`config.mk`:
```
export PLATFORM = sky130hd
export DESIGN_NAME = poisson_spike_encoder
export DESIGN_NICKNAME = d
export VERILOG_FILES = /design/src/rtl/snn_pkg.sv /design/src/rtl/lfsr_galois.sv /design/src/rtl/poisson_spike_encoder.sv
export SDC_FILE = /design/constraint.sdc
export NUM_CORES = 1
export LEC_CHECK = 0
export CORE_ASPECT_RATIO = 0.5
export CORE_UTILIZATION = 58
export DETAILED_ROUTE_END_ITERATION = 16
export PLACE_DENSITY = 0.81
export SETUP_SLACK_MARGIN = 0.05
export SYNTH_ARGS = -nofsm -noshare
export SYNTH_HDL_FRONTEND = slang
export SYNTH_SLANG_ARGS = --single-unit
```
`constraint.sdc`:
```
create_clock -name clk -period 5.3 [get_ports clk]
set_input_delay 0.795 -clock clk [delete_from_list [all_inputs] [get_ports clk]]
set_output_delay 0.795 -clock clk [all_outputs]
set_load 0.01 [all_outputs]
```
`src/rtl/snn_pkg.sv`:
```
// Shared constants for the spiking front end: LFSR polynomial, per-channel
// seed salt, encoder run-controller states and the channel seeding rule.
package snn_pkg;
  localparam logic [15:0] LFSR_TAPS = 16'hB400;
  localparam logic [15:0] SEED_SALT = 16'h9E37;

  typedef enum logic [1:0] {
    ST_IDLE = 2'd0,
    ST_SEED = 2'd1,
    ST_EMIT = 2'd2,
    ST_DONE = 2'd3
  } enc_state_e;

  // Salting decorrelates the channels; an all-zero LFSR would never leave zero.
  function automatic logic [15:0] channel_seed(input logic [15:0] base, input int unsigned ch);
    logic [15:0] salted;
    salted = base ^ 16'(ch * SEED_SALT);
    return (salted == 16'd0) ? 16'd1 : salted;
  endfunction
endpackage

```
`src/rtl/lfsr_galois.sv`:
```
// Right-shifting Galois LFSR; load has priority over advance, otherwise it holds.
module lfsr_galois
  import snn_pkg::*;
#(
  parameter int unsigned       LFSR_W = 16,
  parameter logic [LFSR_W-1:0] TAPS   = LFSR_W'(LFSR_TAPS)
) (
  input  logic              clk,
  input  logic              reset_n,
  input  logic              load,
  input  logic [LFSR_W-1:0] load_val,
  input  logic              advance,
  output logic [LFSR_W-1:0] state
);
  logic [LFSR_W-1:0] state_q, state_d;

  always_comb begin
    state_d = state_q;
    if (load) begin
      state_d = load_val;
    end else if (advance) begin
      state_d = (state_q >> 1) ^ (state_q[0] ? TAPS : '0);
    end
  end

  always_ff @(posedge clk) begin
    if (!reset_n) begin
      state_q <= '0;
    end else begin
      state_q <= state_d;
    end
  end

  assign state = state_q;
endmodule

```
`src/rtl/poisson_spike_encoder.sv`:
```
// Poisson rate encoder: per-channel LFSR byte vs. intensity compare, streamed as
// num_steps valid/ready beats under a start/done run controller.
module poisson_spike_encoder
  import snn_pkg::*;
#(
  parameter int unsigned N_CH   = 8,
  parameter int unsigned DATA_W = 8,
  parameter int unsigned LFSR_W = 16,
  parameter int unsigned STEP_W = 8
) (
  input  logic                   clk,
  input  logic                   reset_n,
  input  logic                   start,
  input  logic [N_CH*DATA_W-1:0] intensity,
  input  logic [STEP_W-1:0]      num_steps,
  input  logic [LFSR_W-1:0]      seed,
  input  logic                   spike_ready,
  output logic                   spike_valid,
  output logic [N_CH-1:0]        spike_out,
  output logic [STEP_W-1:0]      step_idx,
  output logic                   busy,
  output logic                   done
);
  enc_state_e             state_q, state_d;
  logic [N_CH*DATA_W-1:0] intensity_q, intensity_d;
  logic [STEP_W-1:0]      steps_q, steps_d;
  logic [STEP_W-1:0]      step_q, step_d;
  logic [LFSR_W-1:0]      seed_q, seed_d;
  logic [N_CH-1:0]        spike_q, spike_d;
  logic [N_CH-1:0]        spike_next;
  logic                   seeding, accept, last_beat;

  assign seeding   = (state_q == ST_SEED);
  assign accept    = (state_q == ST_EMIT) && spike_ready;
  assign last_beat = (step_q == (steps_q - STEP_W'(1)));

  generate
    for (genvar gi = 0; gi < N_CH; gi++) begin : g_ch
      logic [LFSR_W-1:0] load_val, lfsr_cur, lfsr_adv, lfsr_nxt;

      assign load_val = LFSR_W'(channel_seed(16'(seed_q), gi));
      assign lfsr_adv = (lfsr_cur >> 1) ^ (lfsr_cur[0] ? LFSR_W'(LFSR_TAPS) : '0);
      // Compare against the value the LFSR takes at the coming edge so spike_out is registered.
      assign lfsr_nxt = seeding ? load_val : lfsr_adv;
      assign spike_next[gi] = (lfsr_nxt[DATA_W-1:0] < intensity_q[gi*DATA_W +: DATA_W]);

      lfsr_galois #(
        .LFSR_W (LFSR_W),
        .TAPS   (LFSR_W'(LFSR_TAPS))
      ) u_lfsr (
        .clk      (clk),
        .reset_n  (reset_n),
        .load     (seeding),
        .load_val (load_val),
        .advance  (accept),
        .state    (lfsr_cur)
      );
    end
  endgenerate

  always_comb begin
    state_d     = state_q;
    intensity_d = intensity_q;
    steps_d     = steps_q;
    seed_d      = seed_q;
    step_d      = step_q;
    spike_d     = spike_q;
    case (state_q)
      ST_IDLE: begin
        if (start) begin
          intensity_d = intensity;
          steps_d     = num_steps;
          seed_d      = seed;
          state_d     = ST_SEED;
        end
      end
      ST_SEED: begin
        step_d = '0;
        if (steps_q == '0) begin
          spike_d = '0;
          state_d = ST_DONE;
        end else begin
          spike_d = spike_next;
          state_d = ST_EMIT;
        end
      end
      ST_EMIT: begin
        if (spike_ready) begin
          if (last_beat) begin
            spike_d = '0;
            state_d = ST_DONE;
          end else begin
            step_d  = step_q + STEP_W'(1);
            spike_d = spike_next;
          end
        end
      end
      ST_DONE: state_d = ST_IDLE;
      default: state_d = ST_IDLE;
    endcase
  end

  always_ff @(posedge clk) begin
    if (!reset_n) begin
      state_q     <= ST_IDLE;
      intensity_q <= '0;
      steps_q     <= '0;
      seed_q      <= '0;
      step_q      <= '0;
      spike_q     <= '0;
    end else begin
      state_q     <= state_d;
      intensity_q <= intensity_d;
      steps_q     <= steps_d;
      seed_q      <= seed_d;
      step_q      <= step_d;
      spike_q     <= spike_d;
    end
  end

  assign spike_valid = (state_q == ST_EMIT);
  assign spike_out   = spike_q;
  assign step_idx    = step_q;
  assign busy        = (state_q != ST_IDLE);
  assign done        = (state_q == ST_DONE);
endmodule

```
Word level (Yosys, flattened, before mapping)
Index checks and enable logic that the tools add are counted.
{"block": "op_classes", "mux": 52, "n_eq_ne": 8, "n_lt_le_gt_ge": 8, "add_sub_neg": 2, "bitwise": 15, "n_reduce_logical": 18}
{"operator": "$mux W16", "n": 32}
{"operator": "$logic_not A16 Y1", "n": 8}
{"operator": "$xor A15 B16 Y16", "n": 8}
{"operator": "$mux W8", "n": 13}
{"operator": "$lt A8 B8 Y1", "n": 8}
{"operator": "$pmux W8 S2", "n": 2}
{"operator": "$not A9 Y9", "n": 3}
{"operator": "$not A10 Y10", "n": 1}
{"operator": "$add A8 B1 Y8 const B", "n": 1}
{"operator": "$eq A8 B8 Y1", "n": 1}
{"operator": "$logic_not A8 Y1", "n": 1}
{"operator": "$not A8 Y8", "n": 1}
{"operator": "$pmux W2 S4", "n": 1}
{"operator": "$sub A8 B1 Y8 const B", "n": 1}
{"operator": "$not A7 Y7", "n": 1}
{"operator": "$mux W2", "n": 3}
{"operator": "$ne A2 B2 Y1 const B", "n": 3}
{"operator": "$not A6 Y6", "n": 1}
{"operator": "$reduce_and A3 Y1", "n": 2}
{"operator": "$reduce_bool A2 Y1", "n": 3}
{"operator": "$eq A2 B2 Y1 const B", "n": 2}
{"operator": "$reduce_and A2 Y1", "n": 2}
{"operator": "$eq A2 B1 Y1 const B", "n": 1}
{"operator": "$logic_not A2 Y1", "n": 1}
{"operator": "other kinds (3)", "n": 3}
{"block": "word_totals", "ff_bits": 234, "out_inout_bits": 19}

Depth between registers and ports, before layout
Gate-level depths: netlist of the first run.
{"block": "logic_depth", "word_depth": 8, "mapped_depth": 13, "depth_no_buf": 11}

Cells and area by module
A second synthesis of the first run with hierarchy kept.
{"block": "unflattened", "cells_unflattened": 1625, "area_unflattened_um2": 14121.0}
{"mod": "poisson_spike_encoder", "area_per_inst_um2": 7134.3, "instances": 1, "cells_each": 1025}
{"mod": "lfsr_galois", "area_per_inst_um2": 873.3, "instances": 8, "cells_each": 75}

Least setup slack after synthesis of the first run
OpenSTA, ideal clock, no wires.
{"block": "synth_path", "path_type": "register to register", "start": "register state_q[1]", "end": "register spike_q[1], in the netlist spike_out[1]", "synth_period_minus_slack_ps": 2744, "path_stages_with_launch": 11, "setup_slack_ps": 2556, "required_time_ps": 5183, "arrival_ps": 2627, "n_path_buf": 3, "path_cell_list": "dfxtp_1 inv_1 ha_1 clkbuf_1 buf_1 clkbuf_1 o21ai_0 ha_1 nand4_1 or3_1 a32o_1"}
{"block": "synth_between", "elab_chain_cells": 6, "word_cells_on_any_way": 11, "cone_classes": "order compare: 1; eq/ne: 3; mux: 5; reduce/logical: 2"}
{"item": "start: declaration", "line": "poisson_spike_encoder.sv:24", "rtl": "enc_state_e state_q, state_d;"}
{"item": "start signal: assignment", "line": "poisson_spike_encoder.sv:112", "rtl": "state_q <= state_d;"}
{"item": "$eq A2 B1 Y1 (*)", "line": "poisson_spike_encoder.sv:33", "rtl": "assign seeding = (state_q == ST_SEED);"}
{"item": "$mux W8 (*)", "line": "poisson_spike_encoder.sv:44", "rtl": "assign lfsr_nxt = seeding ? load_val : lfsr_adv;"}
{"item": "named net g_ch[1].lfsr_nxt[5]", "line": "poisson_spike_encoder.sv:39", "rtl": "logic [LFSR_W-1:0] load_val, lfsr_cur, lfsr_adv, lfsr_nxt;"}
{"item": "$lt A8 B8 Y1 (*)", "line": "poisson_spike_encoder.sv:45", "rtl": "assign spike_next[gi] = (lfsr_nxt[DATA_W-1:0] < intensity_q[gi*DATA_W +: DATA_W]);"}
{"item": "$mux W8", "line": "poisson_spike_encoder.sv:89", "rtl": "if (last_beat) begin"}
{"item": "$mux W8", "line": "poisson_spike_encoder.sv:88", "rtl": "if (spike_ready) begin"}
{"item": "$pmux W8 S2 (*)", "line": "poisson_spike_encoder.sv:68", "rtl": "case (state_q)"}
{"item": "end signal: assignment", "line": "poisson_spike_encoder.sv:117", "rtl": "spike_q <= spike_d;"}
{"item": "end: declaration", "line": "poisson_spike_encoder.sv:29", "rtl": "logic [N_CH-1:0] spike_q, spike_d;"}
Mark *: on every way through the listed nets, which the timed path passes. The rest lies on a longest branch. The select of a mux whose other input is x is not followed.
A chain may end at the register's enable or synchronous reset.

Final worst setup path of the first run
{"block": "layout_path", "start": "register state_q[1]", "end": "register spike_q[6], in the netlist spike_out[6]"}
{"block": "layout_between", "elab_chain_cells": 6, "word_cells_on_any_way": 11, "cone_classes": "order compare: 1; eq/ne: 3; mux: 5; reduce/logical: 2"}
{"item": "$eq A2 B1 Y1 (*)", "line": "poisson_spike_encoder.sv:33"}
{"item": "$mux W8 (*)", "line": "poisson_spike_encoder.sv:44"}
{"item": "named net g_ch[6].lfsr_nxt[6]", "line": "poisson_spike_encoder.sv:39"}
{"item": "$lt A8 B8 Y1 (*)", "line": "poisson_spike_encoder.sv:45"}
{"item": "$mux W8", "line": "poisson_spike_encoder.sv:89"}
{"item": "$mux W8", "line": "poisson_spike_encoder.sv:88"}
{"item": "$pmux W8 S2 (*)", "line": "poisson_spike_encoder.sv:68"}
Marked as above.

==> key figures, run 1 <==
Timing
  • Slew Viols, Final: 0
  • Worst Max-Slew Pin Slew: 1.21 ns
  • Fin worst setup slack: 2.00 ns
  • Setup violators final: 0
  • Slew margin rel.: 0.193
  • Fmax: 303 MHz
  • Min Tclk post-route: 3.30 ns
  • Hold Fails Final Rpt: 0
  • RSZ-0062 raised after global routing: false
  • Sum Neg Setup Slack: 0 ns
  • Crit share post-route: 0.622
  • Setup Skew: 0.0122 ns

Global routing
  • Largest net degree at the start of global routing: 87
  • Initial antenna violation count: 0
  • All-layer global routing usage: 0.292
  • Most used routing layer: met2
  • Total gr overflow: 0
  • Met2 usage: 0.486
  • Met3 usage: 0.0470
  • Vias in the first global route: 9,778
  • First-pass GRT wire length: 48,400 um
  • Met1 Use GR: 0.399

Floorplan
  • # rows: 35
  • Core area: 18,800 um2
  • I/O pins: 111
  • Die Area: 20,300 um2
  • Initial core utilization: 0.606
  • Die Y: 101 um
  • Die Wd: 200 um

Yosys
  • Post-synth EDFFs: 0
  • Top_reg_cell synth: dfxtp_1
  • Top post-synthesis cells by area: dfxtp_1, nand2_1, ha_1
  • Post-synth top area cell: dfxtp_1
  • Top cell type's share of synthesized area: 0.410
  • Mapped Area: 11,400 um2
  • Post-synth ARST share: 0
  • Seq/Total Area, Yosys: 0.410
  • Synth cell types: 52
  • Synth warnings: 0
  • Syn Area/Cell: 7.62 um2
  • Syn_nets: 1,653
  • Mapped Cells: 1,498
  • Synth Register Bits: 234

Final layout
  • Most common cell after layout, fill and taps aside: nand2_1
  • Filler cell count: 1,523
  • Final instance area: 13,300 um2
  • Reg area: 4680 um2
  • Layout cells sized above 1: 0.0379
  • Nets: 1,699
  • Most frequent cells in the layout: nand2_1, dfxtp_1, inv_1
  • Area occupied by multi-input gates: 5910 um2
  • Final std cells w/o fill: 1,815
  • Area grow syn2layout: 16.1%
  • ANT cells: 0

Drt
  • Per-cell routed wire length: 16.3 um
  • DRT iter0 DRCs: 903
  • Routed via count: 10.3k
  • DRC errors left: 0
  • Overall routed net length: 29,600 um
  • Drt first pass iters: 5
  • DR vias/cell: 5.68
  • Antenna-violating nets left: 0

Hold path
  • Worst Hold Class: reg -> reg
  • Worst Min Path Start: g_ch[4].u_lfsr.state[5]
  • Hold Path Cell Cnt: 2

Placement
  • Dpl ws: 2.19 ns
  • Placed cell areas: 12,600 um2
  • Placed Cells: 1,780
  • RePlAce Congestion: 0.897
  • Dpl hpwl: 20,600 um
  • Count of input and output buffers: 110

Clocking
  • CTS tree: built
  • Postcts setup bufs: 0
  • H-tree Lvls: 1
  • Cts hold-fix bufs: 0
  • Clk sinks: 234
  • Root Buffer: clkbuf_16
  • Num CTS Buffers: 21
  • Cts repair resizes: 0
  • CTS clock-pin slew for the worst setup and hold paths: 0.07 ns
  • Maximum root-to-sink buffer count: 3
  • Worst skew pair latency: 0.50 ns

Worst setup path
  • Required time worst endpoint: 5.68 ns
  • CP Class: reg -> reg
  • Crit Path Max Fanout: 49
  • Crit. End Element: flip-flop
  • CP cell instances: inv_1 -> ha_2 -> buf_4 -> nand2_1 -> o21a_1 -> ha_1 -> nand4_1 -> a21oi_1 -> o31ai_1 -> o211ai_1 -> a31oi_1 -> a22o_1
  • Critical path startpoint category: flip-flop
  • Crit path DAT: 3.68 ns
  • Slowest CP cell: ha_2
  • Worst Path Buf+Inv: 2
  • Max stage delay on crit path: 0.49 ns
  • FF-to-FF path depth: 12
  • Levels on crit path: 12
  • R2R Path Start: state_q[1]
  • CP delay by family, top: compound AO/OA/AOI/OAI gates
  • Worst setup path start: state_q[1]

Power and ir drop
  • Clk pwr share: 0.230
  • Sw frac: 0.387
  • Sequential Power Share: 0.380
  • Switch Pwr: 2.65 mW
  • Leakage dissipation: 4.86 nW
  • Worst VDD drop: 0.000242 V
  • Combinational Power Share: 0.390
  • Power per cell area: 516 nW/um2
  • Internal power: 4.19 mW

Job
  • Max_cap viols: 0

Run status
  • Outcome: completed
metrics by stage:
| stage | total power [mW] | utilization | hold WS (ns) |
|---|---|---|---|
| final | 6.84 | 0.704 | 0.451 |
| after global routing | 7.32 | 0.704 | 0.467 |
| after CTS | 6.82 | 0.704 | 0.452 |
| after detailed placement | 5.23 | 0.667 | 0.445 |
| after global placement | 5.09 | 0.667 | 0.437 |
| after floorplan | 4.45 | - | 0.429 |
synthesized netlist by cell type (all sizes together) (15+ instances only):
master,count
dfxtp,234
inv,123
xnor2,29
nand2,367
a21boi,98
a31oi,44
nand2b,18
o21ai,104
clkbuf,85
nor2,93
a21oi,88
a211oi,15
ha,63
path summary, 6_finish.rpt:
path / to / slack [ns]
max: spike_out[6] / 2.00
min: g_ch[4].u_lfsr.state[5] / 0.45
max reg2reg: spike_out[6] / 2.00
min reg2reg: g_ch[4].u_lfsr.state[5] / 0.45
worst register-to-register path: cells and delay by family, from the launching register on:
family                   cells  cell delay [ns]
AO/OA/AOI/OAI                6             0.95
adder cells (fa/ha/maj)      2             0.78
buffers and inverters        2             0.62
AND/OR/NAND/NOR              2             0.46
flip-flops                   1             0.37
per-layer routing:
layer	vias up	wire length, um
li1	5058	-
met4	0	576
met3	48	2090
met1	4873	13600
met2	333	13400
met5	-	0
registers in the layout (all words and copies together) (netlist names):
| signal | cells |
|---|---|
| intensity_q | 64 |
| seed_q | 16 |
| steps_q | 8 |
| spike_out | 8 |
| state_q | 2 |
| g_ch.u_lfsr.state | 128 |
| step_idx | 8 |
layout make-up:
class	instances	area share
repair buffers	120	0.0884
flip-flops and latches	234	0.353
clock buffers	29	0.0464
well taps	259	0.0245
clock inverters	6	0.00623
inverters	123	0.0348
multi-input cells	1044	0.446
cells by family after synthesis:
group	synth area share
fa+ha+maj	0.0691
flops	0.410
simple gates	0.200
xor+xnor	0.0246
compound gates	0.221
buf+inv	0.0726
mux	0.00175
power by group through the flow:
stage,combinational (mW),clock (mW),sequential (mW)
after floorplan,1.98,0,2.47
after global routing,3.01,1.66,2.65
final,2.67,1.57,2.60
after CTS,2.64,1.59,2.59
after detailed placement,2.61,0,2.62
after global placement,2.49,0,2.60
(Power assumes the default switching activity.)
==> inputs of run 2 (changes only) <==
- CORE_UTILIZATION: 58 -> 52
- PLACE_DENSITY: 0.81 -> 0.77
- clock period: 5.3 -> 2.7 ns (I/O delays scaled with it)
==> key figures, run 2 (same netlist as run 1, synthesis figures left out) <==
Power and ir drop
  • Power per cell area: 991 nW/um2
  • Sequential Power Share: 0.382
  • Switch Pwr: 5.17 mW
  • Worst VDD drop: 0.000467 V
  • Sw frac: 0.388
  • Leakage dissipation: 4.94 nW
  • Internal power: 8.16 mW
  • Combinational Power Share: 0.409
  • Clk pwr share: 0.209

Clocking
  • CTS clock-pin slew for the worst setup and hold paths: 0.07 ns
  • Maximum root-to-sink buffer count: 3
  • Clk sinks: 234
  • CTS tree: built
  • Worst skew pair latency: 0.50 ns
  • Cts hold-fix bufs: 0
  • H-tree Lvls: 1
  • Postcts setup bufs: 0
  • Num CTS Buffers: 21
  • Root Buffer: clkbuf_16

Global routing
  • Largest net degree at the start of global routing: 75
  • Total gr overflow: 0
  • Vias in the first global route: 9,692
  • Met1 Use GR: 0.384
  • All-layer global routing usage: 0.270
  • First-pass GRT wire length: 49,200 um
  • Initial antenna violation count: 0
  • Met2 usage: 0.434
  • Most used routing layer: met2
  • Met3 usage: 0.0407

Drt
  • DRC errors left: 0
  • Drt first pass iters: 6
  • Per-cell routed wire length: 16.1 um
  • DR vias/cell: 5.53
  • DRT iter0 DRCs: 917
  • Routed via count: 10.3k
  • Antenna-violating nets left: 0
  • Overall routed net length: 30,000 um

Final layout
  • Filler cell count: 1,825
  • Area grow syn2layout: 17.8%
  • Layout cells sized above 1: 0.0446
  • Max reg flops: 128
  • Final instance area: 13,400 um2
  • Area occupied by multi-input gates: 5930 um2
  • Most common cell after layout, fill and taps aside: nand2_1
  • Most frequent cells in the layout: nand2_1, dfxtp_1, inv_1
  • Final core utilization: 0.640
  • Nets: 1,716
  • ANT cells: 0
  • Reg area: 4680 um2

Placement
  • Count of input and output buffers: 110
  • RePlAce Congestion: 0.966
  • Dpl hpwl: 21,100 um
  • Placed cell areas: 12,800 um2

Timing
  • Crit share post-route: 0.945
  • Slew Viols, Final: 0
  • Min Tclk post-route: 2.55 ns
  • Setup Skew: 0.00981 ns
  • Hold Fails Final Rpt: 0
  • Sum Neg Setup Slack: 0 ns
  • Slew margin rel.: 0.428
  • Worst Max-Slew Pin Slew: 0.849 ns
  • Setup violators final: 0
  • Fmax: 392 MHz
  • Hold slack: 0.311 ns
  • RSZ-0062 raised after global routing: false

Worst setup path
  • Crit path DAT: 3.00 ns
  • CP cell instances: inv_1 -> ha_4 -> buf_4 -> nand2_1 -> o21ai_0 -> ha_1 -> o21ai_0 -> nand2b_1 -> a21oi_1 -> nor2_1 -> a221oi_1 -> a22o_1
  • FF-to-FF setup slack: 0.15 ns
  • Slowest CP cell: dfxtp_1
  • CP delay by family, top: compound AO/OA/AOI/OAI gates
  • Reg2reg end: spike_out[0]
  • Worst Path Buf+Inv: 2
  • Critical path startpoint category: flip-flop
  • Required time worst endpoint: 3.15 ns
  • CP Class: reg -> reg
  • Max stage delay on crit path: 0.31 ns
  • FF-to-FF path depth: 12
  • CP dominant cell by count: o21ai_0
  • Crit Path Max Fanout: 16
  • Crit. End Element: flip-flop
  • R2R Path Start: state_q[1]

Hold path
  • Worst Min Path Start: reset_n
  • Hold Path Cell Cnt: 2
  • Min-Delay Endpoint: g_ch[0].u_lfsr.state[13]
  • Worst Hold Class: in -> reg

Run status
  • Outcome: completed

Floorplan
  • # rows: 37
  • Die Area: 22,600 um2
  • Core area: 21,000 um2
  • I/O pins: 111
  • Die Wd: 212 um
  • Initial core utilization: 0.543
  • Die Y: 107 um

Job
  • Max_cap viols: 0
==> run 2: cell count changes in the layout (fill, tap and decap cells not counted), moves of 3 or more <==
cell	delta
buf_4	+8
buf_12	+8
clkbuf_1	+3
clkbuf_8	-6
==> run 2: worst max-delay path by stage <==
stage                    start            to  slack (ns)  cells after the start
floorplan           state_q[1]  spike_out[4]        0.13                     13
global placement    state_q[1]  spike_out[0]        0.26                      9
detailed placement  state_q[1]  spike_out[0]        0.15                     12
CTS                 state_q[1]  spike_out[0]        0.13                     12
global route        state_q[1]  spike_out[0]        0.05                     12
finish              state_q[1]  spike_out[0]        0.15                     12
==> run 2: what timing repair did <==
item | CTS | global route
hold endpoints to repair | 0 | 0
endpoints found under the setup margin | 0 | 7
gates resized for setup | 0 | 4
==> run 2: through the flow <==
stage	power [mW]	std cells	setup WS [ns]
after floorplan	8.74	1498	0.129
final	13.3	1862	0.149
after detailed placement	10.5	1830	0.152
after global placement	10.2	1830	0.257
after global routing	14.3	1862	0.0547
after CTS	13.3	1862	0.127
==> run 2: per-layer routing <==
metal | share of wire | wire length (um)
met5 | 0 | 0
met4 | 0.018 | 530
met3 | 0.082 | 2470
met2 | 0.45 | 13400
met1 | 0.45 | 13600
==> run 2: power groups by stage <==
stage / clock network [mW] / logic (mW) / registers (mW)
6_report: 2.79 / 5.45 / 5.10
5_1_grt: 2.96 / 6.13 / 5.19
4_1_cts: 2.83 / 5.38 / 5.07
3_5_place_dp: 0 / 5.33 / 5.13
3_3_place_gp: 0 / 5.12 / 5.10
2_1_floorplan: 0 / 3.89 / 4.85
==> run 2: area by class of cell <==
type,count,area share
inverter,123,0.0343
sequential,234,0.348
timing repair buffer,137,0.104
clock buffer,26,0.0405
clock inverter,6,0.00437
multi-input combinational,1044,0.441
tap,292,0.0272
==> inputs of run 3 (changes only) <==
- CORE_UTILIZATION: 52 -> 54
- PLACE_DENSITY: 0.77 -> 0.78
- SYNTH_HIERARCHICAL: unset -> 1
==> key figures, run 3 <==
Run status
  • Outcome: completed

Drt
  • DRC errors left: 0
  • Overall routed net length: 36,000 um
  • Per-cell routed wire length: 18.1 um
  • Drt first pass iters: 6
  • DRT iter0 DRCs: 919
  • Antenna-violating nets left: 0
  • Routed via count: 11.3k
  • DR vias/cell: 5.69

Clocking
  • CTS tree: built
  • Maximum root-to-sink buffer count: 3
  • Cts hold-fix bufs: 0
  • CTS clock-pin slew for the worst setup and hold paths: 0.06 ns
  • H-tree Lvls: 1
  • Worst skew pair latency: 0.53 ns
  • Num CTS Buffers: 22
  • Root Buffer: clkbuf_16
  • Clk sinks: 234

Final layout
  • Max reg flops: 128
  • Filler cell count: 2,148
  • Reg area: 4690 um2
  • Final core utilization: 0.630
  • Final instance area: 16,000 um2
  • Final std cells w/o fill: 1,985
  • Area grow syn2layout: 13.5%
  • Area occupied by multi-input gates: 7910 um2
  • Most common cell after layout, fill and taps aside: dfxtp_1
  • Most frequent cells in the layout: dfxtp_1, nand2_1, inv_1
  • Nets: 1,780
  • Layout cells sized above 1: 0.126

Worst setup path
  • Crit path DAT: 2.99 ns
  • CP Class: reg -> reg
  • Critical path startpoint category: flip-flop
  • Reg2reg end: spike_out[1]
  • Required time worst endpoint: 3.16 ns
  • FF-to-FF setup slack: 0.17 ns
  • Crit. End Element: flip-flop
  • FF-to-FF path depth: 11
  • Crit Path Max Fanout: 9
  • R2R Path Start: state_q[1]

Timing
  • Slew Viols, Final: 0
  • Sum Neg Setup Slack: 0 ns
  • Fmax: 395 MHz
  • RSZ-0062 raised after global routing: false
  • Setup violators final: 0
  • Hold Fails Final Rpt: 0
  • Worst Max-Slew Pin Slew: 0.937 ns
  • Crit share post-route: 0.937
  • Min Tclk post-route: 2.53 ns
  • Fin worst setup slack: 0.170 ns
  • Setup Skew: 0.0129 ns
  • Slew margin rel.: 0.373

Floorplan
  • I/O pins: 111
  • Initial core utilization: 0.555
  • Core area: 25,400 um2
  • Die Y: 116 um
  • # rows: 41
  • Die Wd: 231 um
  • Die Area: 26,800 um2

Yosys
  • Mapped Cells: 1,625
  • Post-synth EDFFs: 0
  • Synth cell types: 63
  • Top cell type's share of synthesized area: 0.332
  • Syn_nets: 1,780
  • Synth Register Bits: 234
  • Count leader, synth: dfxtp_1
  • Seq/Total Area, Yosys: 0.332
  • Synth top cells by count: dfxtp_1, nand2_1, inv_1
  • Synth warnings: 6
  • Top post-synthesis cells by area: dfxtp_1, mux2_4, o211a_1
  • Mapped Area: 14,100 um2
  • Syn Area/Cell: 8.69 um2
  • Post-synth ARST share: 0
  • Top_reg_cell synth: dfxtp_1
  • Post-synth top area cell: dfxtp_1

Placement
  • Count of input and output buffers: 110
  • RePlAce Congestion: 0.985
  • Dpl ws: 0.0820 ns
  • Placed cell areas: 15,200 um2
  • Dpl hpwl: 26,100 um
  • Placed Cells: 1,941

Power and ir drop
  • Leakage dissipation: 7.00 nW
  • Power per cell area: 983 nW/um2
  • Worst VDD drop: 0.000462 V

Hold path
  • Min-Delay Endpoint: g_ch[5].u_lfsr/state[9]
  • Hold Path Cell Cnt: 2
  • Worst Min Path Start: reset_n
  • Worst Hold Class: in -> reg

Global routing
  • Total gr overflow: 0
  • All-layer global routing usage: 0.262
  • Largest net degree at the start of global routing: 161
  • Initial antenna violation count: 1
  • First-pass GRT wire length: 56,300 um
  • Vias in the first global route: 10.9k

Job
  • Max_cap viols: 0
[run 3: cell count changes after synthesis, sizes merged, moves of 50 or more]
cell and delta:
nor2 -74, a21oi -68, o211a +104, nand2 -148, inv +50, mux2 +104, nand2b +89
[run 3: what timing repair did]
action	4_1_cts	5_1_grt
resized for setup	0	3
endpoints found under the setup margin	1	7
pin swaps	1	1
setup buffers	0	4
[run 3: final cells by class]
| cell class | count | share of cell area |
|---|---|---|
| Multi-Input combinational cell | 1040 | 0.494 |
| Sequential cell | 234 | 0.292 |
| Timing Repair Buffer | 154 | 0.0987 |
| Inverter | 173 | 0.0408 |
| Clock buffer | 32 | 0.0399 |
| Tap cell | 344 | 0.0269 |
| Clock inverter | 7 | 0.00726 |
| Antenna cell | 1 | 0.000156 |
[run 3: logic make-up (layout without fill, tap and decap cells)]
logic type	after synthesis	after routing	share of synthesized area
adder cells (fa/ha/maj)	63	63	0.0558
other	0	1	0
XOR/XNOR	33	33	0.0205
flip-flops	234	234	0.332
AO/OA/AOI/OAI	356	356	0.196
multiplexers	106	106	0.103
buffers and inverters	351	366	0.111
AND/OR/NAND/NOR	482	482	0.182
[run 3: how the worst max path moves through the flow]
stage                     startpoint           end  slack, ns
final                     state_q[1]  spike_out[1]       0.17
after global routing      state_q[1]  spike_out[4]       0.04
after CTS                 state_q[0]  spike_out[7]       0.05
after detailed placement  state_q[0]  spike_out[7]       0.08
after global placement    state_q[0]  spike_out[3]       0.25
after floorplan           state_q[1]  spike_out[5]       0.06
[run 3: worst max-delay path: stages, from the launching register on]
cell      delay [ns]
dfxtp_2         0.37
inv_2           0.07
ha_4            0.23
buf_12          0.16
nand2_2         0.13
o21ai_0         0.13
ha_1            0.21
or4b_2          0.69
nor2_1          0.11
a211oi_1        0.09
o31ai_1         0.08
a32o_1          0.21
[run 3: report_power, final]
| part | switching (mW) | internal [mW] | total, mW |
|---|---|---|---|
| Clock | 1.38 | 1.93 | 3.31 |
| Combinational | 3.55 | 3.54 | 7.09 |
| Sequential | 0.904 | 4.44 | 5.34 |
| Total | 5.83 | 9.92 | 15.7 |
[run 3: stage by stage]
step,power [mW],hold slack [ns]
2_1_floorplan,10.5,0.439
3_3_place_gp,11.9,0.454
3_5_place_dp,12.3,0.457
4_1_cts,15.6,0.208
5_1_grt,16.8,0.216
6_report,15.7,0.222
[run 3: metal layers]
| metal | vias up | routed length [um] | share of wire | global-route usage |
|---|---|---|---|---|
| met2 | 295 | 16700 | 0.46 | 0.443 |
| met4 | 0 | 787 | 0.022 | 0.0675 |
| met3 | 65 | 2110 | 0.059 | 0.0417 |
| met1 | 5483 | 16400 | 0.46 | 0.353 |
| met5 | - | 0 | 0 | 0 |
| li1 | 5456 | - | - | - |
